`src/rtl/rv32_pkg.sv`:
```
// Shared RV32 definitions for the fetch and decode stages: widths, the canonical NOP,
// opcode encodings and the fetch FSM state encoding.
package rv32_pkg;

  localparam int          XLEN             = 32;
  localparam logic [31:0] NOP_INSTR        = 32'h0000_0013;
  localparam logic [31:0] RESET_PC_DEFAULT = 32'h0000_0000;

  localparam logic [6:0] OPC_LUI    = 7'b0110111;
  localparam logic [6:0] OPC_AUIPC  = 7'b0010111;
  localparam logic [6:0] OPC_JAL    = 7'b1101111;
  localparam logic [6:0] OPC_JALR   = 7'b1100111;
  localparam logic [6:0] OPC_BRANCH = 7'b1100011;
  localparam logic [6:0] OPC_LOAD   = 7'b0000011;
  localparam logic [6:0] OPC_STORE  = 7'b0100011;
  localparam logic [6:0] OPC_OP_IMM = 7'b0010011;
  localparam logic [6:0] OPC_OP     = 7'b0110011;

  typedef enum logic [1:0] {
    S_REQ  = 2'd0,
    S_WAIT = 2'd1,
    S_FULL = 2'd2
  } fetch_state_e;

endpackage

```
`src/rtl/if_id_reg.sv`:
```
// IF/ID pipeline register: loads a fetched word, holds under stall, and falls back to
// an invalid NOP on flush or when decode drains it without a replacement.
module if_id_reg import rv32_pkg::*; #(
  parameter int          XLEN      = 32,
  parameter logic [31:0] NOP_INSTR = 32'h0000_0013
) (
  input  logic            clk_i,
  input  logic            reset_i,
  input  logic            flush_i,
  input  logic            load_i,
  input  logic            stall_i,
  input  logic [XLEN-1:0] pc_i,
  input  logic [31:0]     instr_i,
  output logic            valid_o,
  output logic [XLEN-1:0] pc_o,
  output logic [XLEN-1:0] pc_plus4_o,
  output logic [31:0]     instr_o
);

  always_ff @(posedge clk_i) begin
    if (reset_i) begin
      valid_o    <= 1'b0;
      pc_o       <= '0;
      pc_plus4_o <= '0;
      instr_o    <= NOP_INSTR;
    end else if (flush_i) begin
      valid_o <= 1'b0;
      instr_o <= NOP_INSTR;
    end else if (load_i) begin
      valid_o    <= 1'b1;
      pc_o       <= pc_i;
      pc_plus4_o <= pc_i + XLEN'(4);
      instr_o    <= instr_i;
    end else if (!stall_i) begin
      // Decode consumed the entry and nothing replaces it.
      valid_o <= 1'b0;
      instr_o <= NOP_INSTR;
    end
  end

endmodule

```
`src/rtl/fetch_stage.sv`:
```
// Instruction fetch stage: PC register, single-outstanding imem request FSM with a
// one-entry skid buffer, and the IF/ID register feeding decode.
module fetch_stage import rv32_pkg::*; #(
  parameter logic [31:0] RESET_PC  = 32'h0000_0000,
  parameter int          XLEN      = 32,
  parameter logic [31:0] NOP_INSTR = 32'h0000_0013
) (
  input  logic            clk_i,
  input  logic            reset_i,
  input  logic            redirect_i,
  input  logic [XLEN-1:0] redirect_pc_i,
  input  logic            stall_i,
  output logic            imem_req_o,
  output logic [XLEN-1:0] imem_addr_o,
  input  logic            imem_gnt_i,
  input  logic            imem_rvalid_i,
  input  logic [31:0]     imem_rdata_i,
  output logic            if_id_valid_o,
  output logic [XLEN-1:0] if_id_pc_o,
  output logic [XLEN-1:0] if_id_pc_plus4_o,
  output logic [31:0]     if_id_instr_o
);

  fetch_state_e    state_q, state_d;
  logic [XLEN-1:0] pc_q, pc_d;
  logic            kill_q, kill_d;
  logic [XLEN-1:0] inflight_pc_q, inflight_pc_d;
  logic [XLEN-1:0] buf_pc_q, buf_pc_d;
  logic [31:0]     buf_instr_q, buf_instr_d;

  logic            can_load;
  logic            ifid_flush, ifid_load;
  logic [XLEN-1:0] ifid_pc;
  logic [31:0]     ifid_instr;
  logic [XLEN-1:0] redirect_target;

  assign redirect_target = redirect_pc_i & ~XLEN'(3);
  assign imem_req_o      = (state_q == S_REQ) && !reset_i;
  assign imem_addr_o     = pc_q;
  assign can_load        = !if_id_valid_o || !stall_i;

  always_comb begin
    state_d       = state_q;
    pc_d          = pc_q;
    kill_d        = kill_q;
    inflight_pc_d = inflight_pc_q;
    buf_pc_d      = buf_pc_q;
    buf_instr_d   = buf_instr_q;
    ifid_flush    = 1'b0;
    ifid_load     = 1'b0;
    ifid_pc       = inflight_pc_q;
    ifid_instr    = imem_rdata_i;

    if (redirect_i) begin
      pc_d       = redirect_target;
      ifid_flush = 1'b1;
      // A request still in flight must have its response swallowed.
      if ((state_q == S_WAIT && !imem_rvalid_i) || (imem_req_o && imem_gnt_i)) begin
        state_d = S_WAIT;
        kill_d  = 1'b1;
      end else begin
        state_d = S_REQ;
        kill_d  = 1'b0;
      end
    end else begin
      case (state_q)
        S_REQ: begin
          if (imem_gnt_i) begin
            inflight_pc_d = pc_q;
            state_d       = S_WAIT;
          end
        end
        S_WAIT: begin
          if (imem_rvalid_i) begin
            state_d = S_REQ;
            if (kill_q) begin
              kill_d = 1'b0;
            end else if (can_load) begin
              ifid_load = 1'b1;
              pc_d      = inflight_pc_q + XLEN'(4);
            end else begin
              buf_pc_d    = inflight_pc_q;
              buf_instr_d = imem_rdata_i;
              pc_d        = inflight_pc_q + XLEN'(4);
              state_d     = S_FULL;
            end
          end
        end
        S_FULL: begin
          if (!stall_i) begin
            ifid_load  = 1'b1;
            ifid_pc    = buf_pc_q;
            ifid_instr = buf_instr_q;
            state_d    = S_REQ;
          end
        end
        default: state_d = S_REQ;
      endcase
    end
  end

  always_ff @(posedge clk_i) begin
    if (reset_i) begin
      state_q <= S_REQ;
      pc_q    <= RESET_PC;
      kill_q  <= 1'b0;
    end else begin
      state_q <= state_d;
      pc_q    <= pc_d;
      kill_q  <= kill_d;
    end
  end

  always_ff @(posedge clk_i) begin
    inflight_pc_q <= inflight_pc_d;
    buf_pc_q      <= buf_pc_d;
    buf_instr_q   <= buf_instr_d;
  end

  if_id_reg #(
    .XLEN      (XLEN),
    .NOP_INSTR (NOP_INSTR)
  ) u_if_id_reg (
    .clk_i      (clk_i),
    .reset_i    (reset_i),
    .flush_i    (ifid_flush),
    .load_i     (ifid_load),
    .stall_i    (stall_i),
    .pc_i       (ifid_pc),
    .instr_i    (ifid_instr),
    .valid_o    (if_id_valid_o),
    .pc_o       (if_id_pc_o),
    .pc_plus4_o (if_id_pc_plus4_o),
    .instr_o    (if_id_instr_o)
  );

endmodule

```
`config.mk`:
```
export PLATFORM = sky130hd
export DESIGN_NAME = fetch_stage
export DESIGN_NICKNAME = d
export VERILOG_FILES = /design/src/rtl/rv32_pkg.sv /design/src/rtl/if_id_reg.sv /design/src/rtl/fetch_stage.sv
export SDC_FILE = /design/constraint.sdc
export NUM_CORES = 1
export LEC_CHECK = 0
export CAP_MARGIN = 10
export CORE_MARGIN = 3
export CORE_UTILIZATION = 53
export CTS_BUF_LIST = sky130_fd_sc_hd__clkbuf_2
export DETAILED_ROUTE_END_ITERATION = 16
export PLACE_DENSITY = 0.9
export SYNTH_ARGS = -nofsm -noshare
export SYNTH_HDL_FRONTEND = slang
export SYNTH_SLANG_ARGS = --single-unit
```
`constraint.sdc`:
```
create_clock -name clk_i -period 7.7 [get_ports clk_i]
set_input_delay 0.77 -clock clk_i [delete_from_list [all_inputs] [get_ports clk_i]]
set_output_delay 0.77 -clock clk_i [all_outputs]
set_load 0.01 [all_outputs]
```
==> results.py, run 1 <==
metrics = {
    "clock_network": {
        "postCtsSetupBuffers": 0,
        "cts_hold_buf": 0,
        "htree_levels": 2,
        "cts_buffer_depth": 3,
        "cts_tree": "done",
        "cts_buffers": 55,
        "clk_latency_ns": 0.83,
        "cts.repair.resized": 0,
        "cts.sinks": 226,
        "path_clk_slew_ns": 0.11,
        "cts-root-buf": "clkbuf_2",
    },
    "worst_setup_path": {
        "crit_fanout": 59,
        "critPathKind": "flip-flop to flip-flop",
        "r2r_cells": 13,
        "crit_required_ns": 8.32,
        "worstPathArrival_ns": 4.30,
        "worstSetupStartpointType": "flip-flop",
        "end_kind": "flip-flop",
    },
    "timing": {
        "tightest_slew_ns": 0.963,
        "rsz0062_at_grt": "false",
        "finClkSkew_ns": 0.0642,
        "period_share_pct": 47.7,
        "relSlewSlack_pct": 35.8,
        "finalCriticalPeriod_ns": 3.67,
        "drv_slew": 0,
        "finalSetupViolCount": 0,
        "finalHoldViolCount": 0,
        "max_freq_ghz": 0.272,
        "tns_ns": 0,
    },
    "routing": {
        "vias": 8493,
        "wl_per_cell_um": 17.4,
        "wl_mm": 25.8,
        "vias_per_cell": 5.73,
        "drtPass1Iterations": 5,
        "ant_nets": 0,
        "drc": 0,
        "dr.first_iter.drc_count": 703,
    },
    "grt": {
        "grt_pass1_wl_mm": 40.7,
        "grt_usage_pct": 24.6,
        "grt_max_degree": 95,
        "antenna_found_initial": 1,
        "grt-ovfl-total": 0,
        "grt_pass1_vias": 8064,
    },
    "power_and_ir_drop": {
        "power_mw": 2.26,
        "irDropWorstVdd_mv": 0.0986,
        "p_leak_nw": 4.43,
        "pwr_density_cell_nw_per_um2": 183,
    },
    "cells_and_area": {
        "final_util_pct": 68.2,
        "fin_nets": 1285,
        "fin_cells": 1482,
        "area_growth_syn_to_layout_pct": 25.5,
        "drive_above_1_share_pct": 10.1,
        "fin_area_sq_um": 12400,
    },
    "die": {
        "ios": 200,
        "core.rowCount": 49,
        "die_w_um": 142,
        "coreArea_sq_um": 18100,
        "initial_utilization_pct": 54.3,
        "dieArea_sq_um": 20300,
        "die_h_um": 142,
    },
    "placement": {
        "dp.cells": 1381,
        "portBuffers": 197,
        "dp_hpwl_mm": 17.5,
        "place_area_sq_um": 11900,
        "gp_congestion": 0.901,
    },
    "yosys": {
        "synthFlopType": "dfxtp_1",
        "synth-async-reset-ratio_pct": 0,
        "synth-seq-area-share_pct": 55.6,
        "synth_top_area_share_pct": 29.2,
        "synth.largest_area_cell": "edfxtp_1",
        "synth_nets": 1098,
        "ys_warn_count": 0,
        "synth_area_per_cell_sq_um": 9.64,
        "synth_cell_types": 54,
        "synth-edff-count": 96,
        "ys_ff_latch": 226,
        "ys_top_cells_by_area": "edfxtp_1 (29%), dfxtp_1 (26%), nand2_1 (5.6%)",
        "syn_area_sq_um": 9860,
        "syn_inst": 1023,
    },
    "min_path": {
        "holdPathStages": 0,
        "worstHoldPathType": "flip-flop to flip-flop",
    },
    "outcome": {
        "status": "finished clean",
    },
    "flow_run": {
        "max_cap_violations": 0,
    },
}
==> power by group <==
group | leakage (nW) | internal [mW] | total, mW | switching [mW]
sequential | 1.94 | 1.27 | 1.30 | 0.0277
combinational | 2.09 | 0.0917 | 0.189 | 0.0975
clock | 0.399 | 0.315 | 0.773 | 0.457
==> critical path: stages (launching register included) <==
cell,delay [ns]
dfxtp_1,0.34
inv_1,0.08
ha_1,0.27
nor3b_4,0.22
buf_4,0.54
nand2_1,0.15
nand2_1,0.12
ha_1,0.29
nand3_1,0.11
nor4_1,0.32
nor2_1,0.31
or4_1,0.59
nand3_1,0.10
a21oi_1,0.07
==> logic make-up after synthesis <==
family / Yosys count / synth area share [%]
and+or+nand+nor: 404 / 18.9
AOI/OAI and AO/OA: 233 / 14.5
DFF: 226 / 55.6
buffers and inverters: 86 / 3.83
xor gates and xnor gates: 44 / 3.91
muxes: 25 / 2.58
adders and majority gates: 5 / 0.634
==> cell usage in the layout (no fill, tap or decap), types with 3 or more instances in the layout <==
cell type        instances
clkbuf_2                95
nor3_2                   3
o211ai_1                 5
buf_4                   11
o31ai_1                  8
mux2i_1                 22
o21ai_0                 35
a22o_1                   4
clkdlybuf4s50_1        195
ha_1                     5
a21oi_1                 91
nor2b_1                  3
nor3_1                   7
a211oi_1                35
nand4_1                 11
xor2_1                  23
mux2_2                   3
and3_1                  15
a311oi_1                 7
clkinv_1                 3
dfxtp_1                130
edfxtp_1                96
inv_1                    7
a31oi_1                 30
a211o_1                  7
and2_1                   7
xnor2_1                 21
nor4_1                   8
or4_1                    8
nand2_1                147
nand2b_1                 5
nand3_1                 39
nor2_1                 122
nand3b_1                14
==> stage by stage <==
stage | worst slack, ns | hold slack (ns)
finish | 4.03 | 0.446
floorplan | 1.44 | 0.421
CTS | 4.02 | 0.419
global route | 3.51 | 0.433
detailed placement | 3.25 | 0.441
global placement | 3.33 | 0.434
==> worst paths after layout <==
check                                      from                          to  slack (ns)
worst max-delay path                 state_q[0]  u_if_id_reg.pc_plus4_o[26]        4.03
worst min-delay path            imem_addr_o[22]           inflight_pc_q[22]        0.45
worst max register to register       state_q[0]  u_if_id_reg.pc_plus4_o[26]        4.03
worst min register to register  imem_addr_o[22]           inflight_pc_q[22]        0.45
==> final cells by class <==
type,instances,area (sq um)
Antenna cell,1,2.50
Clock inverter,4,18.8
Inverter,7,26.3
Multi-Input combinational cell,711,4030
Tap cell,229,287
Sequential cell,226,5490
Clock buffer,95,475
Fill cell,1403,5770
Timing Repair Buffer,209,2050
==> per-layer routing <==
layer	vias to the layer above	GRT usage (%)	part of all wire, %
met2	416	36.0	44
met3	55	5.54	8.6
li1	4072	-	-
met4	0	9.45	2.3
met5	-	0	0
met1	3950	35.8	45
==> Yosys cell counts (11+ instances only) <==
master,number
a31oi_1,30
a211oi_1,35
nand2_1,147
buf_2,14
a21oi_1,91
edfxtp_1,96
nand4_1,11
dfxtp_1,130
xnor2_1,21
nor2_1,123
nand3_1,39
o21ai_0,36
clkbuf_1,52
mux2i_1,22
nand3b_1,14
xor2_1,23
and3_1,15
==> flip-flops by register name, indices dropped and copies added, names as in the netlist <==
name,flops
buf_instr_q,32
buf_pc_q,32
imem_addr_o,32
inflight_pc_q,32
u_if_id_reg.instr_o,32
u_if_id_reg.pc_plus4_o,32
u_if_id_reg.pc_o,30
state_q,2
kill_q,1
u_if_id_reg.valid_o,1
Note: power is estimated with default switching activity, not from simulation.
==> inputs of run 2 (changes only) <==
==> constraint.sdc (replaced) <==
create_clock -name clk_i -period 3.5 [get_ports clk_i]
set_input_delay 0.35 -clock clk_i [delete_from_list [all_inputs] [get_ports clk_i]]
set_output_delay 0.35 -clock clk_i [all_outputs]
set_load 0.01 [all_outputs]
==> results.py, run 2 (synthesis gave the netlist of run 1 again) <==
metrics = {
    "outcome": {
        "status": "finished clean",
    },
    "timing": {
        "relSlewSlack_pct": 37.8,
        "finalSetupViolCount": 0,
        "finalCriticalPeriod_ns": 3.16,
        "tightest_slew_ns": 0.929,
        "drv_slew": 0,
        "finalHoldViolCount": 0,
        "finClkSkew_ns": 0.0819,
        "max_freq_ghz": 0.317,
        "tns_ns": 0,
        "rsz0062_at_grt": "false",
        "period_share_pct": 90.2,
        "fin_hold_ws_ns": 0.0578,
    },
    "power_and_ir_drop": {
        "power_mw": 5.07,
        "pwr_density_cell_nw_per_um2": 404,
        "p_leak_nw": 4.51,
        "irDropWorstVdd_mv": 0.211,
    },
    "cells_and_area": {
        "drive_above_1_share_pct": 10.4,
        "final_common_cell": "clkdlybuf4s50_1",
        "fin_cells": 1496,
        "area_growth_syn_to_layout_pct": 27.1,
        "fin_area_sq_um": 12500,
        "fin_nets": 1297,
        "final_cell_mix": "clkdlybuf4s50_1 (195), nand2_1 (147), dfxtp_1 (130)",
        "num-fill-cells": 1374,
    },
    "placement": {
        "dp_hpwl_mm": 18.5,
        "gp_congestion": 0.903,
        "dp.cells": 1393,
        "place_area_sq_um": 12000,
        "portBuffers": 197,
    },
    "clock_network": {
        "cts_buffer_depth": 3,
        "clk_latency_ns": 0.84,
        "path_clk_slew_ns": 0.11,
        "htree_levels": 2,
        "cts-root-buf": "clkbuf_2",
        "cts_tree": "done",
        "cts_buffers": 55,
        "cts.sinks": 226,
        "cts.repair.resized": 0,
        "postCtsSetupBuffers": 0,
    },
    "worst_setup_path": {
        "cp_slowest_cell": "or4_1",
        "rr_startpoint": "state_q[0]",
        "r2r_end": "u_if_id_reg.pc_plus4_o[26]",
        "crit_chain": "inv_1 > ha_1 > or3b_4 > mux2i_1 > inv_1 > ha_1 > nand3_1 > nor4_1 > nor2_1 > or4_1 > nand3_1 > a21oi_1",
        "r2r_cells": 12,
        "startpoint": "state_q[0]",
        "worstSetupStartpointType": "flip-flop",
        "critPathKind": "flip-flop to flip-flop",
        "end_kind": "flip-flop",
        "worstPathArrival_ns": 3.78,
        "r2r_slack_ns": 0.34,
        "crit_required_ns": 4.13,
        "crit_fanout": 10,
        "max_stage_delay_ns": 0.57,
    },
    "grt": {
        "grt-ovfl-total": 0,
        "grt_pass1_vias": 7960,
        "grt_pass1_wl_mm": 41.7,
        "grt_usage_pct": 25.4,
        "antenna_found_initial": 2,
        "grt_max_degree": 68,
    },
    "die": {
        "dieArea_sq_um": 20300,
        "initial_utilization_pct": 54.3,
        "die_w_um": 142,
        "coreArea_sq_um": 18100,
        "ios": 200,
        "core.rowCount": 49,
        "die_h_um": 142,
    },
    "routing": {
        "vias_per_cell": 5.78,
        "drc": 0,
        "wl_per_cell_um": 17.9,
        "dr.first_iter.drc_count": 1072,
        "ant_nets": 0,
        "wl_mm": 26.7,
        "drtPass1Iterations": 6,
        "vias": 8641,
    },
    "flow_run": {
        "max_cap_violations": 0,
    },
    "min_path": {
        "hp-start": "redirect_pc_i[20]",
        "worstHoldPathType": "input port to flip-flop",
        "holdPathStages": 3,
        "hold_end": "imem_addr_o[20]",
    },
}
[run 2: metrics by stage]
stage               util [%]  worst slack, ns
global route            69.1           0.0847
CTS                     69.1            0.368
global placement        66.2            0.309
finish                  69.1            0.344
detailed placement      66.2            0.200
floorplan                  -            0.118
[run 2: worst max-delay path: cells and delay by family (launching register included)]
kind / cells / cell delay, ns
AO/OA/AOI/OAI: 1 / 0.07
multiplexers: 1 / 0.17
flip-flops: 1 / 0.34
buffers and inverters: 2 / 0.16
AND/OR/NAND/NOR: 6 / 1.81
adder cells (fa/ha/maj): 2 / 0.43
[run 2: layer usage]
layer / routed length, um / share of wire, % / vias to the layer above / track usage (%)
li1: - / - / 4096 / -
met1: 11600 / 43 / 4046 / 36.9
met2: 12100 / 45 / 439 / 38.0
met3: 2380 / 8.9 / 58 / 5.11
met4: 686 / 2.6 / 2 / 9.30
met5: 13 / 0.049 / - / 0
[run 2: where the power goes]
part           internal [mW]  switching [mW]  total (mW)
Combinational          0.207           0.220       0.428
Clock                  0.730            1.05        1.78
Sequential              2.80          0.0621        2.86
[run 2: repair_timing]
action                                 4_1_cts  5_1_grt
hold buffers                                 1        0
endpoints found under the hold margin       20        0
setup endpoints to repair                    0        0
[run 2: final cells by class]
cell class                 count  area [sq um]  area share (%)
antenna                        1          2.50          0.0200
clock buffer                  87           435            3.47
clock inverter                14          83.8           0.669
inverter                       7          26.3           0.210
multi-input combinational    711          4040            32.2
sequential                   226          5490            43.7
tap                          229           287            2.29
timing repair buffer         221          2180            17.4
[run 2: worst max path at each step]
stage | slack [ns] | end | cells past startpoint
floorplan | 0.12 | u_if_id_reg.pc_plus4_o[28] | 17
global route | 0.08 | u_if_id_reg.pc_plus4_o[16] | 13
CTS | 0.37 | u_if_id_reg.pc_plus4_o[26] | 12
finish | 0.34 | u_if_id_reg.pc_plus4_o[26] | 12
global placement | 0.31 | u_if_id_reg.pc_plus4_o[24] | 11
detailed placement | 0.20 | u_if_id_reg.pc_plus4_o[26] | 11
==> inputs of run 3 (changes only) <==
--- a/config.mk
+++ b/config.mk
@@ -5,12 +5,12 @@
 export SDC_FILE = /design/constraint.sdc
 export NUM_CORES = 1
 export LEC_CHECK = 0
-export CAP_MARGIN = 10
+export CORE_ASPECT_RATIO = 1.25
 export CORE_MARGIN = 3
-export CORE_UTILIZATION = 53
+export CORE_UTILIZATION = 48
 export CTS_BUF_LIST = sky130_fd_sc_hd__clkbuf_2
 export DETAILED_ROUTE_END_ITERATION = 16
-export PLACE_DENSITY = 0.9
+export PLACE_DENSITY = 0.86
 export SYNTH_ARGS = -nofsm -noshare
 export SYNTH_HDL_FRONTEND = slang
 export SYNTH_SLANG_ARGS = --single-unit
==> constraint.sdc (replaced) <==
create_clock -name clk_i -period 2.81 [get_ports clk_i]
set_input_delay 0.281 -clock clk_i [delete_from_list [all_inputs] [get_ports clk_i]]
set_output_delay 0.281 -clock clk_i [all_outputs]
set_load 0.01 [all_outputs]
==> results.py, run 3 (synthesis gave the netlist of run 1 again) <==
metrics = {
    "grt": {
        "grt_usage_pct": 23.5,
        "grt_pass1_wl_mm": 43.2,
        "antenna_found_initial": 1,
        "grt-ovfl-total": 0,
        "grt_pass1_vias": 8388,
        "grt_max_degree": 53,
    },
    "clock_network": {
        "cts_buffer_depth": 3,
        "cts.sinks": 226,
        "htree_levels": 2,
        "cts_tree": "done",
        "path_clk_slew_ns": 0.10,
        "cts-root-buf": "clkbuf_2",
        "cts_buffers": 53,
        "clk_latency_ns": 0.82,
    },
    "die": {
        "die_w_um": 134,
        "initial_utilization_pct": 48.9,
        "ios": 200,
        "dieArea_sq_um": 22300,
        "coreArea_sq_um": 20200,
        "die_h_um": 166,
        "core.rowCount": 58,
    },
    "power_and_ir_drop": {
        "p_leak_nw": 4.79,
        "irDropWorstVdd_mv": 0.320,
        "pwr_density_cell_nw_per_um2": 483,
    },
    "cells_and_area": {
        "fin_nets": 1354,
        "final_util_pct": 65.5,
        "num-fill-cells": 1612,
        "area_growth_syn_to_layout_pct": 34.0,
        "multiInputGateArea_sq_um": 4110,
        "fin_cells": 1595,
        "final_cell_mix": "clkdlybuf4s50_1 (195), nand2_1 (147), dfxtp_1 (128)",
        "drive_above_1_share_pct": 12.4,
        "sequential_cell_area_sq_um": 5490,
        "final_common_cell": "clkdlybuf4s50_1",
    },
    "routing": {
        "drc": 0,
        "dr.first_iter.drc_count": 545,
        "wl_per_cell_um": 17.0,
        "vias": 8660,
        "ant_nets": 0,
        "wl_mm": 27.2,
        "drtPass1Iterations": 5,
        "vias_per_cell": 5.43,
    },
    "worst_setup_path": {
        "max_stage_delay_ns": 0.41,
        "crit_required_ns": 3.46,
        "critPathKind": "flip-flop to flip-flop",
        "cp_slowest_cell": "or3b_4",
        "worstSetupStartpointType": "flip-flop",
        "cp_common_cell": "ha_4",
        "crit_buf_inv": 3,
        "crit_fanout": 7,
        "crit_chain": "inv_2 > ha_4 > or3b_4 > mux2i_1 > inv_1 > ha_4 > nand3_2 > nor4_4 > nor2_2 > buf_4 > nor3_1 > xor2_1 > o21ai_0",
        "end_kind": "flip-flop",
        "crit_family": "simple AND/OR/NAND/NOR gates",
        "worstPathArrival_ns": 3.31,
    },
    "placement": {
        "dp.cells": 1458,
        "gp_congestion": 0.917,
        "dp_hpwl_mm": 18.7,
        "portBuffers": 197,
    },
    "min_path": {
        "worstHoldPathType": "input port to flip-flop",
    },
    "timing": {
        "drv_slew": 0,
        "max_freq_ghz": 0.376,
        "finalHoldViolCount": 0,
        "tightest_slew_ns": 0.843,
        "finalCriticalPeriod_ns": 2.66,
        "finClkSkew_ns": 0.0456,
        "period_share_pct": 94.7,
        "relSlewSlack_pct": 43.8,
        "rsz0062_at_grt": "false",
        "finalSetupViolCount": 0,
    },
    "flow_run": {
        "max_cap_violations": 0,
    },
    "outcome": {
        "status": "finished clean",
    },
}
run 3: changes by cell type in the layout (fill, tap and decap cells not counted), moves of 2 or more:
cell,delta
o21ai_1,+3
nor4_4,+2
ha_4,+2
buf_4,+24
dfxtp_2,+2
dfxtp_1,-2
clkinv_1,+3
dlygate4sd3_1,+34
o21ai_0,-3
clkinv_2,+2
clkbuf_2,-6
ha_1,-3
nor4_1,-2
run 3: through the flow:
step / power [mW] / hold WS [ns] / setup slack [ns] / TNS (ns) / cell area, sq um
after floorplan: 3.88 / 0.380 / -0.0925 / -5.04 / 9980
after global placement: 4.16 / 0.434 / -0.0389 / -0.122 / 12300
after detailed placement: 4.18 / 0.440 / -0.128 / -0.724 / 12300
after CTS: 6.44 / 0.00264 / 0.0413 / 0 / 13200
after global routing: 6.67 / 0.0109 / 0.0126 / 0 / 13200
final: 6.39 / 0.0586 / 0.148 / 0 / 13200
run 3: metal layers:
metal  share of wire [%]  GRT usage, %
met5                   0             0
met1                  41          29.3
met4                 2.7          9.17
met2                  49          39.2
met3                 7.8          5.85
run 3: cell type report:
class	count	area share (%)
Antenna cell	1	0.0189
Clock buffer	81	3.07
Clock inverter	19	0.956
Inverter	7	0.199
Multi-Input combinational cell	711	31.1
Sequential cell	226	41.5
Tap cell	270	2.56
Timing Repair Buffer	280	20.6
run 3: final timing paths:
kind,from,slack (ns),cells after the start,to
max,state_q[0],0.15,13,u_if_id_reg.pc_plus4_o[18]
min,redirect_pc_i[21],0.06,3,imem_addr_o[21]
max reg2reg,state_q[0],0.15,13,u_if_id_reg.pc_plus4_o[18]
min reg2reg,u_if_id_reg.pc_plus4_o[25],0.46,2,u_if_id_reg.pc_plus4_o[25]
run 3: worst reg2reg max path: cells and delay by family, from the launching register on:
family                   cells  cell delay [ns]
XOR/XNOR                     1             0.16
flip-flops                   1             0.34
adder cells (fa/ha/maj)      2             0.30
AND/OR/NAND/NOR              5             1.14
AO/OA/AOI/OAI                1             0.08
multiplexers                 1             0.15
buffers and inverters        3             0.35
run 3: timing repair:
| item | CTS | global route |
|---|---|---|
| hold buffers | 34 | 1 |
| endpoints found under the setup margin | 0 | 6 |
| buffers inserted | 0 | 1 |
| gates resized for setup | 0 | 2 |
| endpoints found under the hold margin | 46 | 1 |
run 3: power breakdown:
group | internal, mW | switching, mW | total [mW]
sequential | 3.49 | 0.0678 | 3.56
clock | 0.954 | 1.29 | 2.24
combinational | 0.303 | 0.289 | 0.591
total | 4.75 | 1.64 | 6.39
